--- config.mk ---
export PLATFORM = sky130hd
export DESIGN_NAME = multicycle_ctrl_flat
export DESIGN_NICKNAME = d
export VERILOG_FILES = /design/src/rtl/multicycle_ctrl_pkg.sv /design/src/rtl/multicycle_ctrl_if.sv /design/src/rtl/multicycle_ctrl_dec.sv /design/src/rtl/multicycle_ctrl.sv /design/src/flat_wrapper.sv
export SDC_FILE = /design/constraint.sdc
export NUM_CORES = 1
export LEC_CHECK = 0
export BUFFER_PORTS_ARGS = -buffer_cell sky130_fd_sc_hd__buf_2
export CORE_MARGIN = 1
export CORE_UTILIZATION = 54
export CTS_BUF_LIST = sky130_fd_sc_hd__clkbuf_4 sky130_fd_sc_hd__clkbuf_8 sky130_fd_sc_hd__clkbuf_16
export CTS_CLUSTER_DIAMETER = 120
export CTS_CLUSTER_SIZE = 24
export DETAILED_ROUTE_END_ITERATION = 6
export GPL_ROUTABILITY_DRIVEN = 0
export PLACE_DENSITY = 0.95
export SYNTH_ARGS = -nofsm -noshare
export SYNTH_HDL_FRONTEND = slang
export SYNTH_SLANG_ARGS = --single-unit
--- constraint.sdc ---
create_clock -name clk -period 3.5 [get_ports clk]
set_input_delay 0.175 -clock clk [delete_from_list [all_inputs] [get_ports clk]]
set_output_delay 0.175 -clock clk [all_outputs]
set_load 0.01 [all_outputs]
--- src/rtl/multicycle_ctrl_pkg.sv ---
// Shared encodings for the multi-cycle MIPS control unit: opcodes, functs,
// ALU codes, datapath select values, FSM states and the control-vector type.
package mips_defs;

   localparam logic [5:0] OP_RTYPE = 6'b000000;
   localparam logic [5:0] OP_J     = 6'b000010;
   localparam logic [5:0] OP_JAL   = 6'b000011;
   localparam logic [5:0] OP_BEQ   = 6'b000100;
   localparam logic [5:0] OP_BGTZ  = 6'b000111;
   localparam logic [5:0] OP_ADDIU = 6'b001001;
   localparam logic [5:0] OP_ORI   = 6'b001101;
   localparam logic [5:0] OP_LUI   = 6'b001111;
   localparam logic [5:0] OP_LW    = 6'b100011;
   localparam logic [5:0] OP_SW    = 6'b101011;

   localparam logic [5:0] FN_JR    = 6'b001000;
   localparam logic [5:0] FN_ADDU  = 6'b100001;
   localparam logic [5:0] FN_SUBU  = 6'b100011;
   localparam logic [5:0] FN_SLT   = 6'b101010;

   localparam logic [2:0] ALU_ADD = 3'b000;
   localparam logic [2:0] ALU_SUB = 3'b001;
   localparam logic [2:0] ALU_OR  = 3'b010;
   localparam logic [2:0] ALU_SLT = 3'b011;
   localparam logic [2:0] ALU_LUI = 3'b100;

   localparam logic [1:0] PCS_ALU    = 2'b00;
   localparam logic [1:0] PCS_ALUOUT = 2'b01;
   localparam logic [1:0] PCS_JUMP   = 2'b10;
   localparam logic [1:0] PCS_RS     = 2'b11;

   localparam logic [1:0] RD_RT = 2'b00;
   localparam logic [1:0] RD_RD = 2'b01;
   localparam logic [1:0] RD_RA = 2'b10;

   localparam logic [1:0] WB_ALU = 2'b00;
   localparam logic [1:0] WB_MDR = 2'b01;
   localparam logic [1:0] WB_PC  = 2'b10;

   localparam logic [1:0] SRCB_RT     = 2'b00;
   localparam logic [1:0] SRCB_FOUR   = 2'b01;
   localparam logic [1:0] SRCB_IMM    = 2'b10;
   localparam logic [1:0] SRCB_IMM_SH = 2'b11;

   typedef enum logic [3:0] {
      S_IF     = 4'd0,
      S_ID     = 4'd1,
      S_EXE_R  = 4'd2,
      S_WB_R   = 4'd3,
      S_EXE_I  = 4'd4,
      S_WB_I   = 4'd5,
      S_ADDR   = 4'd6,
      S_MEM_LD = 4'd7,
      S_MEM_ST = 4'd8,
      S_WB_LD  = 4'd9,
      S_BR     = 4'd10,
      S_JMP    = 4'd11,
      S_ERR    = 4'd12
   } state_t;

   typedef struct packed {
      logic       pc_wr;
      logic [1:0] pc_src;
      logic       ir_wr;
      logic       reg_wr;
      logic [1:0] reg_dst;
      logic [1:0] wb_src;
      logic       alu_src_a;
      logic [1:0] alu_src_b;
      logic       ext_op;
      logic [2:0] alu_op;
      logic       mem_wr;
      logic       instr_done;
      logic       err;
   } ctrl_t;

endpackage

--- src/rtl/multicycle_ctrl_if.sv ---
// Controller <-> datapath bundle: decoded IR fields and flags in, control vector out.
interface multicycle_ctrl_if;
   logic [5:0] op;
   logic [5:0] funct;
   logic       zero;
   logic       gtz;
   logic       pc_wr;
   logic [1:0] pc_src;
   logic       ir_wr;
   logic       reg_wr;
   logic [1:0] reg_dst;
   logic [1:0] wb_src;
   logic       alu_src_a;
   logic [1:0] alu_src_b;
   logic       ext_op;
   logic [2:0] alu_op;
   logic       mem_wr;
   logic       instr_done;
   logic       err;
   logic [3:0] state;

   modport master (
      input  op, funct, zero, gtz,
      output pc_wr, pc_src, ir_wr, reg_wr, reg_dst, wb_src, alu_src_a,
             alu_src_b, ext_op, alu_op, mem_wr, instr_done, err, state
   );

   modport slave (
      output op, funct, zero, gtz,
      input  pc_wr, pc_src, ir_wr, reg_wr, reg_dst, wb_src, alu_src_a,
             alu_src_b, ext_op, alu_op, mem_wr, instr_done, err, state
   );
endinterface

--- src/rtl/multicycle_ctrl_dec.sv ---
// Combinational Moore decoder: current state (+ op/funct, last-wait flag)
// to the full control vector. zero/gtz only matter for the branch write.
module multicycle_ctrl_dec
   import mips_defs::*;
(
   input  state_t     state,
   input  logic [5:0] op,
   input  logic [5:0] funct,
   input  logic       zero,
   input  logic       gtz,
   input  logic       mem_last,
   output ctrl_t      ctrl
);

   always_comb begin
      ctrl = '0;
      case (state)
         S_IF: begin
            ctrl.ir_wr     = 1'b1;
            ctrl.pc_wr     = 1'b1;
            ctrl.pc_src    = PCS_ALU;
            ctrl.alu_src_b = SRCB_FOUR;
            ctrl.alu_op    = ALU_ADD;
         end
         // Branch target is precomputed here so S_BR can use the ALU for the compare.
         S_ID: begin
            ctrl.alu_src_b = SRCB_IMM_SH;
            ctrl.ext_op    = 1'b1;
            ctrl.alu_op    = ALU_ADD;
         end
         S_EXE_R: begin
            ctrl.alu_src_a = 1'b1;
            ctrl.alu_src_b = SRCB_RT;
            case (funct)
               FN_SUBU: ctrl.alu_op = ALU_SUB;
               FN_SLT:  ctrl.alu_op = ALU_SLT;
               default: ctrl.alu_op = ALU_ADD;
            endcase
         end
         S_WB_R: begin
            ctrl.reg_wr     = 1'b1;
            ctrl.reg_dst    = RD_RD;
            ctrl.wb_src     = WB_ALU;
            ctrl.instr_done = 1'b1;
         end
         S_EXE_I: begin
            ctrl.alu_src_a = 1'b1;
            ctrl.alu_src_b = SRCB_IMM;
            ctrl.ext_op    = (op == OP_ADDIU);
            case (op)
               OP_ORI:  ctrl.alu_op = ALU_OR;
               OP_LUI:  ctrl.alu_op = ALU_LUI;
               default: ctrl.alu_op = ALU_ADD;
            endcase
         end
         S_WB_I: begin
            ctrl.reg_wr     = 1'b1;
            ctrl.reg_dst    = RD_RT;
            ctrl.wb_src     = WB_ALU;
            ctrl.instr_done = 1'b1;
         end
         S_ADDR: begin
            ctrl.alu_src_a = 1'b1;
            ctrl.alu_src_b = SRCB_IMM;
            ctrl.ext_op    = 1'b1;
            ctrl.alu_op    = ALU_ADD;
         end
         S_MEM_ST: begin
            ctrl.mem_wr     = 1'b1;
            ctrl.instr_done = mem_last;
         end
         S_WB_LD: begin
            ctrl.reg_wr     = 1'b1;
            ctrl.reg_dst    = RD_RT;
            ctrl.wb_src     = WB_MDR;
            ctrl.instr_done = 1'b1;
         end
         S_BR: begin
            ctrl.alu_src_a  = 1'b1;
            ctrl.alu_src_b  = SRCB_RT;
            ctrl.alu_op     = ALU_SUB;
            ctrl.pc_src     = PCS_ALUOUT;
            ctrl.instr_done = 1'b1;
            ctrl.pc_wr      = ((op == OP_BEQ) && zero) || ((op == OP_BGTZ) && gtz);
         end
         // jal links from PC, which already holds PC+4 after fetch.
         S_JMP: begin
            ctrl.pc_wr      = 1'b1;
            ctrl.instr_done = 1'b1;
            ctrl.pc_src     = (op == OP_RTYPE) ? PCS_RS : PCS_JUMP;
            if (op == OP_JAL) begin
               ctrl.reg_wr  = 1'b1;
               ctrl.reg_dst = RD_RA;
               ctrl.wb_src  = WB_PC;
            end
         end
         S_ERR: ctrl.err = 1'b1;
         default: ctrl = '0;
      endcase
   end

endmodule

--- src/rtl/multicycle_ctrl.sv ---
// Multi-cycle MIPS control FSM: state register, memory wait counter and
// next-state logic; the control vector comes from multicycle_ctrl_dec.
module multicycle_ctrl
   import mips_defs::*;
#(
   parameter int MEM_WAIT = 0
) (
   input logic              clk,
   input logic              reset,
   multicycle_ctrl_if.master bus
);

   state_t     state_q, state_d;
   logic [3:0] wcnt_q, wcnt_d;
   logic       mem_last;
   ctrl_t      ctrl_raw;
   ctrl_t      ctrl_out;

   assign mem_last = (wcnt_q == 4'(MEM_WAIT));

   always_ff @(posedge clk or posedge reset) begin
      if (reset) begin
         state_q <= S_IF;
         wcnt_q  <= '0;
      end else begin
         state_q <= state_d;
         wcnt_q  <= wcnt_d;
      end
   end

   always_comb begin
      state_d = state_q;
      wcnt_d  = wcnt_q;
      case (state_q)
         S_IF: state_d = S_ID;
         S_ID: begin
            case (bus.op)
               OP_RTYPE: begin
                  if (bus.funct == FN_JR)
                     state_d = S_JMP;
                  else if (bus.funct == FN_ADDU || bus.funct == FN_SUBU || bus.funct == FN_SLT)
                     state_d = S_EXE_R;
                  else
                     state_d = S_ERR;
               end
               OP_J, OP_JAL:            state_d = S_JMP;
               OP_ADDIU, OP_ORI, OP_LUI: state_d = S_EXE_I;
               OP_LW, OP_SW:            state_d = S_ADDR;
               OP_BEQ, OP_BGTZ:         state_d = S_BR;
               default:                 state_d = S_ERR;
            endcase
         end
         S_EXE_R: state_d = S_WB_R;
         S_EXE_I: state_d = S_WB_I;
         S_ADDR:  state_d = (bus.op == OP_LW) ? S_MEM_LD : S_MEM_ST;
         // Memory states dwell MEM_WAIT+1 cycles; the counter is back at 0 on exit.
         S_MEM_LD, S_MEM_ST: begin
            if (mem_last) begin
               wcnt_d  = '0;
               state_d = (state_q == S_MEM_LD) ? S_WB_LD : S_IF;
            end else begin
               wcnt_d = wcnt_q + 4'd1;
            end
         end
         S_WB_R, S_WB_I, S_WB_LD, S_BR, S_JMP: state_d = S_IF;
         S_ERR:   state_d = S_ERR;
         default: state_d = S_ERR;
      endcase
   end

   multicycle_ctrl_dec u_dec (
      .state    (state_q),
      .op       (bus.op),
      .funct    (bus.funct),
      .zero     (bus.zero),
      .gtz      (bus.gtz),
      .mem_last (mem_last),
      .ctrl     (ctrl_raw)
   );

   // Reset parks the FSM in S_IF, whose fetch enables must not fire until release.
   always_comb begin
      ctrl_out = ctrl_raw;
      if (reset) begin
         ctrl_out.pc_wr      = 1'b0;
         ctrl_out.ir_wr      = 1'b0;
         ctrl_out.reg_wr     = 1'b0;
         ctrl_out.mem_wr     = 1'b0;
         ctrl_out.instr_done = 1'b0;
         ctrl_out.err        = 1'b0;
      end
   end

   assign bus.pc_wr      = ctrl_out.pc_wr;
   assign bus.pc_src     = ctrl_out.pc_src;
   assign bus.ir_wr      = ctrl_out.ir_wr;
   assign bus.reg_wr     = ctrl_out.reg_wr;
   assign bus.reg_dst    = ctrl_out.reg_dst;
   assign bus.wb_src     = ctrl_out.wb_src;
   assign bus.alu_src_a  = ctrl_out.alu_src_a;
   assign bus.alu_src_b  = ctrl_out.alu_src_b;
   assign bus.ext_op     = ctrl_out.ext_op;
   assign bus.alu_op     = ctrl_out.alu_op;
   assign bus.mem_wr     = ctrl_out.mem_wr;
   assign bus.instr_done = ctrl_out.instr_done;
   assign bus.err        = ctrl_out.err;
   assign bus.state      = state_q;

endmodule

--- src/flat_wrapper.sv ---
// flat-port wrapper written by rule: the top's interface ports become plain ports
module multicycle_ctrl_flat import mips_defs::*;
#(
   parameter int MEM_WAIT = 0
)
  (clk, reset, bus_op, bus_funct, bus_zero, bus_gtz, bus_pc_wr, bus_pc_src, bus_ir_wr, bus_reg_wr, bus_reg_dst, bus_wb_src, bus_alu_src_a, bus_alu_src_b, bus_ext_op, bus_alu_op, bus_mem_wr, bus_instr_done, bus_err, bus_state);
  multicycle_ctrl_if bus_i ();
  input logic clk;
  input logic reset;
  input wire logic [$bits(bus_i.op)-1:0] bus_op;
  input wire logic [$bits(bus_i.funct)-1:0] bus_funct;
  input wire logic [$bits(bus_i.zero)-1:0] bus_zero;
  input wire logic [$bits(bus_i.gtz)-1:0] bus_gtz;
  output wire logic [$bits(bus_i.pc_wr)-1:0] bus_pc_wr;
  output wire logic [$bits(bus_i.pc_src)-1:0] bus_pc_src;
  output wire logic [$bits(bus_i.ir_wr)-1:0] bus_ir_wr;
  output wire logic [$bits(bus_i.reg_wr)-1:0] bus_reg_wr;
  output wire logic [$bits(bus_i.reg_dst)-1:0] bus_reg_dst;
  output wire logic [$bits(bus_i.wb_src)-1:0] bus_wb_src;
  output wire logic [$bits(bus_i.alu_src_a)-1:0] bus_alu_src_a;
  output wire logic [$bits(bus_i.alu_src_b)-1:0] bus_alu_src_b;
  output wire logic [$bits(bus_i.ext_op)-1:0] bus_ext_op;
  output wire logic [$bits(bus_i.alu_op)-1:0] bus_alu_op;
  output wire logic [$bits(bus_i.mem_wr)-1:0] bus_mem_wr;
  output wire logic [$bits(bus_i.instr_done)-1:0] bus_instr_done;
  output wire logic [$bits(bus_i.err)-1:0] bus_err;
  output wire logic [$bits(bus_i.state)-1:0] bus_state;
  assign bus_i.op = bus_op;
  assign bus_i.funct = bus_funct;
  assign bus_i.zero = bus_zero;
  assign bus_i.gtz = bus_gtz;
  assign bus_pc_wr = bus_i.pc_wr;
  assign bus_pc_src = bus_i.pc_src;
  assign bus_ir_wr = bus_i.ir_wr;
  assign bus_reg_wr = bus_i.reg_wr;
  assign bus_reg_dst = bus_i.reg_dst;
  assign bus_wb_src = bus_i.wb_src;
  assign bus_alu_src_a = bus_i.alu_src_a;
  assign bus_alu_src_b = bus_i.alu_src_b;
  assign bus_ext_op = bus_i.ext_op;
  assign bus_alu_op = bus_i.alu_op;
  assign bus_mem_wr = bus_i.mem_wr;
  assign bus_instr_done = bus_i.instr_done;
  assign bus_err = bus_i.err;
  assign bus_state = bus_i.state;
  multicycle_ctrl #(.MEM_WAIT(MEM_WAIT)) u_core (.clk(clk), .reset(reset), .bus(bus_i));
endmodule
# Word level (Yosys, flattened, before mapping)

Cells that the tools add are included.

Register bits after elaboration: 8
Output and inout port bits: 23
ROM bits: 0
Word-level logic and storage cells: 71
Input port bits: 16
Bits in writable memories: 0
Latch bits: 0
Memories: 0

Reductions and logical operators: 17
Add/subtract/negate cells: 1
Divide/modulo/power cells: 0
Bitwise operators: 0
$lt $le $gt $ge: 0
Equality and inequality tests: 26
Multiply operators: 0
Shift operators: 0
Multiplexer cells: 25

Operators by type and width:

| operator                                             | number |
|---|---|
| equality test 6 bit (second input constant)          | 5 |
| case mux 4 bit (7 select lines)                      | 1 |
| equality test 6 x 4 -> 1 bit (second input constant) | 4 |
| two-way mux 4 bit                                    | 6 |
| equality test 4 bit (second input constant)          | 5 |
| case mux 4 bit (5 select lines)                      | 1 |
| case mux 5 bit (4 select lines)                      | 1 |
| case mux 3 bit (3 select lines)                      | 2 |
| equality test 4 x 3 -> 1 bit (second input constant) | 4 |
| equality test 6 x 2 -> 1 bit (second input constant) | 2 |
| equality test 6 x 3 -> 1 bit (second input constant) | 2 |
| OR reduction 2 bit                                   | 6 |
| equality test 4 x 2 -> 1 bit (second input constant) | 2 |
| zero test 4 bit                                      | 2 |
| zero test 6 bit                                      | 1 |
| two-way mux 1 bit                                    | 6 |
| case mux 2 bit (3 select lines)                      | 1 |
| case mux 3 bit (2 select lines)                      | 1 |
| two-way mux 5 bit                                    | 1 |
| OR reduction 5 bit                                   | 1 |
| adder 4 x 1 -> 4 bit (second input constant)         | 1 |
| equality test 4 x 1 -> 1 bit (second input constant) | 1 |
| case mux 1 bit (2 select lines)                      | 2 |
| case mux 2 bit (2 select lines)                      | 1 |
| 7 further kinds                                      | 10 |

# Logic depth before layout (Yosys ltp)

Gate-level depths: netlist (run 1).

Word-level depth: 7
Depth in mapped cells: 6
Gate-level depth less buffers: 6

# Cells and area by module

From an unflattened synthesis (run 1), not the netlist that was laid out.

Cells, all modules: 150
Area, all modules: 1123.6 µm²

Modules (own cells, without submodules):

| module              | cells each | sequential area each (µm²) | area an instance (µm²) | times used |
|---|---|---|---|---|
| multicycle_ctrl     | 90         | 200.2                      | 759.5                  | 1 |
| multicycle_ctrl_dec | 60         | 0.0                        | 364.1                  | 1 |

# Worst setup path after synthesis (run 1)

OpenSTA, ideal clock, no wires.

Path type: reg-to-output
Start: reg u_core.state_q[3] (netlist: u_core.bus.state[3])
End: out bus_pc_wr
Arrival: 1.353 ns
Data required time: 3.325 ns
Stages on the path, launching flop included: 5
Path buffers: 2
Path slack: 1.972 ns
Path through: dfrtp_1 buf_2 clkbuf_1 o211ai_1 a211oi_1

Longest elaborated chain between the ends: 3
Elaborated cells on any way between the ends: 5
Classes of those cells: eq/ne (2); mux (2); reduce/logical (1)

Ends and longest elaborated chain:

| what                                                          | line                      | source |
|---|---|---|
| start: declaration                                            | multicycle_ctrl.sv:13     | `state_t state_q, state_d;` |
| start signal: assignment                                      | multicycle_ctrl.sv:26     | `state_q <= state_d;` |
| equality test 4 bit / zero test 4 bit (equally long branches) | multicycle_ctrl_dec.sv:17 | `case (state)` |
| case mux 3 bit (3 select lines) *                             | multicycle_ctrl_dec.sv:17 |  |
| two-way mux 1 bit *                                           | multicycle_ctrl.sv:84     | `if (reset) begin` |
| end: declaration                                              | flat_wrapper.sv:14        | `output wire logic [$bits(bus_i.pc_wr)-1:0] bus_pc_wr;` |

Mark *: on every way between the ends. The rest lies on a longest branch, timed or not.

# Worst setup path in the final report (run 1)

Start: reg u_core.state_q[3] (netlist: u_core.bus.state[3])
End: out bus_reg_wr

Longest elaborated chain between the ends: 3
Elaborated cells on any way between the ends: 6
Classes of those cells: eq/ne (4); mux (2)

Ends and longest elaborated chain:

| what                                              | line                      | source |
|---|---|---|
| equality test 4 bit, or another cell as far along | multicycle_ctrl_dec.sv:17 |  |
| case mux 5 bit (4 select lines) *                 | multicycle_ctrl_dec.sv:17 |  |
| two-way mux 2 bit *                               | multicycle_ctrl.sv:84     |  |
| end: declaration                                  | flat_wrapper.sv:17        | `output wire logic [$bits(bus_i.reg_wr)-1:0] bus_reg_wr;` |

Marked as above.

==> results of run 1 <==
[critical path: cells and delay by family, from the launching register on]
family                 cells  cell delay, ns
AOI/OAI and AO/OA          1            0.19
and+or+nand+nor            3            0.50
DFF                        1            0.70
buffers and inverters      1            0.15
[sequential cells by signal (all words and copies together), names as in the netlist]
name	cells
u_core.bus.state	4
u_core.wcnt_q	4
[layout make-up]
type	count	area (sq um)	share of cell area
well taps	25	31.3	0.0241
multi-input cells	118	802	0.618
clock buffers	3	22.5	0.0174
repair buffers	39	200	0.154
inverters	11	41.3	0.0318
flip-flops and latches	8	200	0.154
[routing by layer]
layer | global-route usage | vias up | share of wire
met5 | 0 | - | 0
met1 | 0.333 | 582 | 0.45
li1 | - | 608 | -
met3 | 0.0500 | 6 | 0.074
met4 | 0.0571 | 0 | 0.015
met2 | 0.475 | 64 | 0.47
[what timing repair did]
item                                   4_1_cts  5_1_grt
hold buffers                                 1        0
gates resized for setup                      0        0
endpoints found under the hold margin        8        0
[stage by stage]
stage	cell area, sq um	hold WS (ns)	util	worst slack, ns
finish	1300	0.384	0.713	1.53
global route	1300	0.392	0.713	1.45
CTS	1300	0.376	0.713	1.55
detailed placement	1260	0.178	0.695	1.82
global placement	1260	0.173	0.695	1.90
floorplan	1100	-0.00934	-	1.97
[cell families (layout without fill, tap and decap cells)]
kind of cell,count (synthesis),count (layout),synth area share
buf+inv,22,53,0.0918
mux,2,2,0.0193
xor+xnor,3,3,0.0238
flops,8,8,0.181
fa+ha+maj,2,2,0.0227
compound gates,46,46,0.306
simple gates,65,65,0.355
[report_power, final]
part	switching [mW]	total, mW	internal (mW)
Clock	0.0301	0.0693	0.0391
Sequential	0.0797	0.188	0.109
Combinational	0.204	0.356	0.152
[how the worst min path moves through the flow]
stage,cells past startpoint,from,to
final,3,bus_op[1],u_core.bus.state[2]
after global routing,4,bus_op[4],u_core.bus.state[3]
after CTS,4,bus_op[4],u_core.bus.state[3]
after detailed placement,2,reset,u_core.wcnt_q[0]
after global placement,2,reset,u_core.wcnt_q[0]
after floorplan,1,reset,u_core.bus.state[0]
[synth_stat cells (2+ instances only)]
library cell and count:
nor2_1 14, nand2_1 11, dfrtp_1 8, inv_1 8, a21oi_1 7, nor3_1 7
buf_2 6, nand2b_1 6, o21ai_0 5, nand3_1 4, nand4_1 4, o211a_1 4
o21ai_1 4, a211oi_1 3, clkbuf_1 3, inv_2 3, o21a_1 3, a31oi_1 2
a32o_1 2, a32oi_1 2, and2_1 2, and3_1 2, ha_1 2, nor2b_1 2
nor3b_1 2, o211ai_1 2, or2_1 2, xnor2_1 2
==> run metrics, run 1 <==
Synth Area per Inst 7.46 sq um; post-synth design cell area 1100 sq um; commonest non-fill, non-tap cells in the layout buf_2 (38), nor2_1 (14), nand2_1 (11); port buffer count 38; Die H 47.2 um; Max FO, Critical Path 18; CTS tree yes; critical path's slowest cell dfrtp_1; Clock Skews approximately 0.012 ns; maximum VDD drop 0.368 mV; GRT overflow 0; initial antenna violation count 0; yosys warns 0; Final Hold Viols 0; crit path time final about 2.0 ns; WL/cell around 14 um; Netlist cell types between 50 and 60; Final setup violation count 0; Reg-to-Reg End u_core.bus.state[1]; fin nets slightly below 200; DR vias roughly 1.3k; die area 2230 sq um; Worst Setup SP u_core.bus.state[3]; pwr/cell area ~470 nW/um^2; Hold Path Class in -> reg; Syn Inst Count 148; CP startpoint kind flip-flop; Synth Register Bits 8; Final Max Tran Viols 0; Worst Max-Slew Pin Slew 0.579 ns; initial core utilization 0.606; syn_nets between 150 and 200; fmax between 500 and 600 MHz; Synth top area share 0.181; WP data arrival around 1.8 ns; largest net degree at the start of global routing 19; clock-pin slew on the worst setup and hold paths 0.06 ns; Tot GR Track Use 0.267; area leader, netlist dfrtp_1; Critical Path Sink bus_reg_wr; post-synthesis sequential area ratio 0.181; Non-Filler Instances roughly 200; final total power 0.614 mW; setup bufs post-CTS 0; RSZ-0062 raised after global routing false; clk sinks 8; Tcrit/Tclk final 0.562; commonest non-fill, non-tap cell in the layout buf_2; Slew HR 0.614; CTS Buffer Depth 2; synthesis-to-layout area growth 17.6%; First DRT Iteration DRCs 37; first-pass GRT wire length approximately 4300 um; Antenna Diode Count 0; Post-DP HPWL 2300 um; slowest cell delay on critical path roughly 0.7 ns; root buffer cell clkbuf_4; routed vias/inst between 6 and 7; DRC violations left 0; status finished clean; synth top area cells dfrtp_1 (18%), nor2_1 (4.8%), nand2_1 (3.7%), o211a_1 (3.6%), nand2b_1 (3.4%); CTS H-tree depth 1; vias in the first global route approximately 1.0k; Reg2Reg Depth 6; EDFF count, synth 0; kind of critical path reg -> out; setup TNS 0 ns; WL final about 2900 um; worst skew pair latency roughly 0.26 ns; Die Span X roughly 47 um; fillcell total 155; core footprint ~1800 sq um; Max Cap Viol 0; IO Pins 39; Inst Count DP 200; Setup crit end kind output pin; RR Startpoint u_core.wcnt_q[0]; layout cells sized above 1 0.285; CP Data Required Time ~3.3 ns; Post-synth ARST share 1.00; Main synth FF type dfrtp_1; flop2flop setup slack between 1.5 and 2 ns; total CTS buffers 3; Leak between 0.6 and 0.7 nW; TritonRoute pass-1 iters 4; CP Cell Sequence nand2b_1 > nor2_1 > nand3_1 > a31oi_1 > buf_2; post-route ant nets 0; FP Rows 15
No activity file was read; power rests on OpenSTA's default activity.
==> run 2, diff against run 1 <==
--- a/config.mk
+++ b/config.mk
@@ -7,13 +7,13 @@
 export LEC_CHECK = 0
 export BUFFER_PORTS_ARGS = -buffer_cell sky130_fd_sc_hd__buf_2
 export CORE_MARGIN = 1
-export CORE_UTILIZATION = 54
+export CORE_UTILIZATION = 45
 export CTS_BUF_LIST = sky130_fd_sc_hd__clkbuf_4 sky130_fd_sc_hd__clkbuf_8 sky130_fd_sc_hd__clkbuf_16
 export CTS_CLUSTER_DIAMETER = 120
 export CTS_CLUSTER_SIZE = 24
 export DETAILED_ROUTE_END_ITERATION = 6
 export GPL_ROUTABILITY_DRIVEN = 0
-export PLACE_DENSITY = 0.95
+export PLACE_DENSITY = 0.86
 export SYNTH_ARGS = -nofsm -noshare
 export SYNTH_HDL_FRONTEND = slang
 export SYNTH_SLANG_ARGS = --single-unit
==> constraint.sdc (replaced) <==
create_clock -name clk -period 1.75 [get_ports clk]
set_input_delay 0.0875 -clock clk [delete_from_list [all_inputs] [get_ports clk]]
set_output_delay 0.0875 -clock clk [all_outputs]
set_load 0.01 [all_outputs]
==> run 2 against run 1 <==
  * Setup slack got worse by 1.4 ns
  * Combinational power rose to 2.6 times the previous value
  * Via count rose by 3.7%
  * Final area rose by 7.5%
  * Utilization fell by 9.4 points
  * Flip-flop and latch count did not move
==> run metrics, run 2 (synthesis gave the netlist of run 1 again) <==
Max FO, Critical Path 9 (was 18); Die H 51.5 um (was 47.2 um); pwr/cell area 975 nW/um^2 (was 473 nW/um^2); clock-pin slew on the worst setup and hold paths 0.05 ns (was 0.06 ns); Hold Path Class in -> reg (unchanged); post-route ant nets 0 (unchanged); CP startpoint kind flip-flop (unchanged); synthesis-to-layout area growth 26.4% (was 17.6%); RSZ-0062 raised after global routing false (unchanged); Post-DP HPWL 2470 um (was 2300 um); Max Cap Viol 0 (unchanged); IO Pins 39 (unchanged); vias in the first global route 1173 (was 1047); initial antenna violation count 0 (unchanged); Tot GR Track Use 0.248 (was 0.267); Final setup violation count 0 (unchanged); commonest non-fill, non-tap cells in the layout buf_2 (38), nand2_1 (11), nor2_1 (11) (was buf_2 (38), nor2_1 (14), nand2_1 (11)); fin nets 207 (was 199); Worst Max-Slew Pin Slew 0.432 ns (was 0.579 ns); WL/cell 15.3 um (was 14.4 um); Setup crit end kind output pin (unchanged); status finished clean (unchanged); port buffer count 38 (unchanged); Leak 0.676 nW (was 0.631 nW); largest net degree at the start of global routing 15 (was 19); DR vias 1307 (was 1260); register area 205 sq um (was 200 sq um); total CTS buffers 3 (unchanged); commonest non-fill, non-tap cell in the layout buf_2 (unchanged); initial core utilization 0.489 (was 0.606); Placed Area 1300 sq um (was 1260 sq um); clk sinks 8 (unchanged); crit path time final approximately 1.7 ns; Final Hold Viols 0 (unchanged); Clock Skews 0.00276 ns (was 0.0116 ns); Multi-input gate area 827 sq um (was 802 sq um); TritonRoute pass-1 iters 4 (unchanged); maximum VDD drop 0.662 mV (was 0.368 mV); kind of critical path reg -> out (unchanged); WP data arrival 1.57 ns (was 1.79 ns); setup TNS 0 ns (unchanged); First DRT Iteration DRCs 51 (was 37); Tcrit/Tclk final 0.946; first-pass GRT wire length 5080 um (was 4340 um); DRC violations left 0 (unchanged); WL final 3290 um (was 2950 um); CTS H-tree depth 1 (unchanged); flop2flop setup slack 0.13 ns (was 1.79 ns); layout cells sized above 1 0.369 (was 0.285); Antenna Diode Count 0 (unchanged); Final Max Tran Viols 0 (unchanged); core footprint 2250 sq um (was 1820 sq um); CP Data Required Time 1.66 ns (was 3.32 ns); worst skew pair latency 0.25 ns (was 0.26 ns); Slew HR 0.710 (was 0.614); root buffer cell clkbuf_4 (unchanged); Die Span X 51.5 um (was 47.2 um); die area 2650 sq um (was 2230 sq um); CTS tree yes (unchanged); GRT overflow 0 (unchanged); FP Rows 17 (was 15); CTS Buffer Depth 2 (unchanged); fillcell total 197 (was 155); post-route cell area 1400 sq um (was 1300 sq um); routed vias/inst 6.08 (was 6.18); fmax between 600 and 700 MHz
## run 2: cell types whose count changed in the layout (fill, tap and decap cells not counted), moves of 3 or more
cell     change
dfrtp_1      -4
nor2_1       -3
dfrtp_2      +4
buf_4        +7
nor2_2       +3
## run 2: worst max-delay path, stage by stage (launching register included)
cell,delay (ns)
dfrtp_2,0.47
nand2b_2,0.25
nor2_2,0.13
nand3_1,0.12
a31oi_1,0.19
buf_2,0.15
## run 2: worst paths after layout
kind,from,to,cells past startpoint
max,u_core.bus.state[2],bus_reg_wr,5
min,bus_op[4],u_core.bus.state[3],4
max reg2reg,u_core.wcnt_q[0],u_core.bus.state[1],6
min reg2reg,u_core.wcnt_q[3],u_core.wcnt_q[3],1
max in group asynchronous,reset,u_core.bus.state[1],3
min in group asynchronous,reset,u_core.wcnt_q[2],3
## run 2: layout make-up
cell class              instances  area share
repair buffers                 47       0.189
flip-flops and latches          8       0.147
well taps                      28      0.0251
clock buffers                   3      0.0161
multi-input cells             118       0.593
inverters                      11      0.0296
## run 2: what timing repair did
action                     CTS  global route
resized for setup            2            11
hold endpoints to repair     8             0
buffers inserted             0             4
setup endpoints to repair    1             3
pin swaps                    0             1
hold buffers                 1             0
## run 2: stage by stage
stage          hold WS (ns)  power [mW]  setup slack (ns)  std cells   util
2_1_floorplan       -0.0968       0.849             0.309        148      -
3_3_place_gp         0.0874        1.11             0.248        207  0.576
3_5_place_dp         0.0982        1.14             0.140        207  0.576
4_1_cts               0.294        1.29            0.0165        211  0.592
5_1_grt               0.331        1.45           0.00198        215  0.619
6_report              0.298        1.36            0.0952        215  0.619
## run 2: power breakdown
part / internal (mW) / switching, mW
registers: 0.227 / 0.0796
logic: 0.374 / 0.540
clock network: 0.0784 / 0.0613
total: 0.680 / 0.681
## run 2: metal layers
| layer | GRT usage | vias to the layer above | share of wire |
|---|---|---|---|
| li1 | - | 627 | - |
| met1 | 0.288 | 608 | 0.43 |
| met2 | 0.448 | 66 | 0.48 |
| met3 | 0.0643 | 6 | 0.073 |
| met4 | 0.0586 | 0 | 0.019 |
| met5 | 0 | - | 0 |
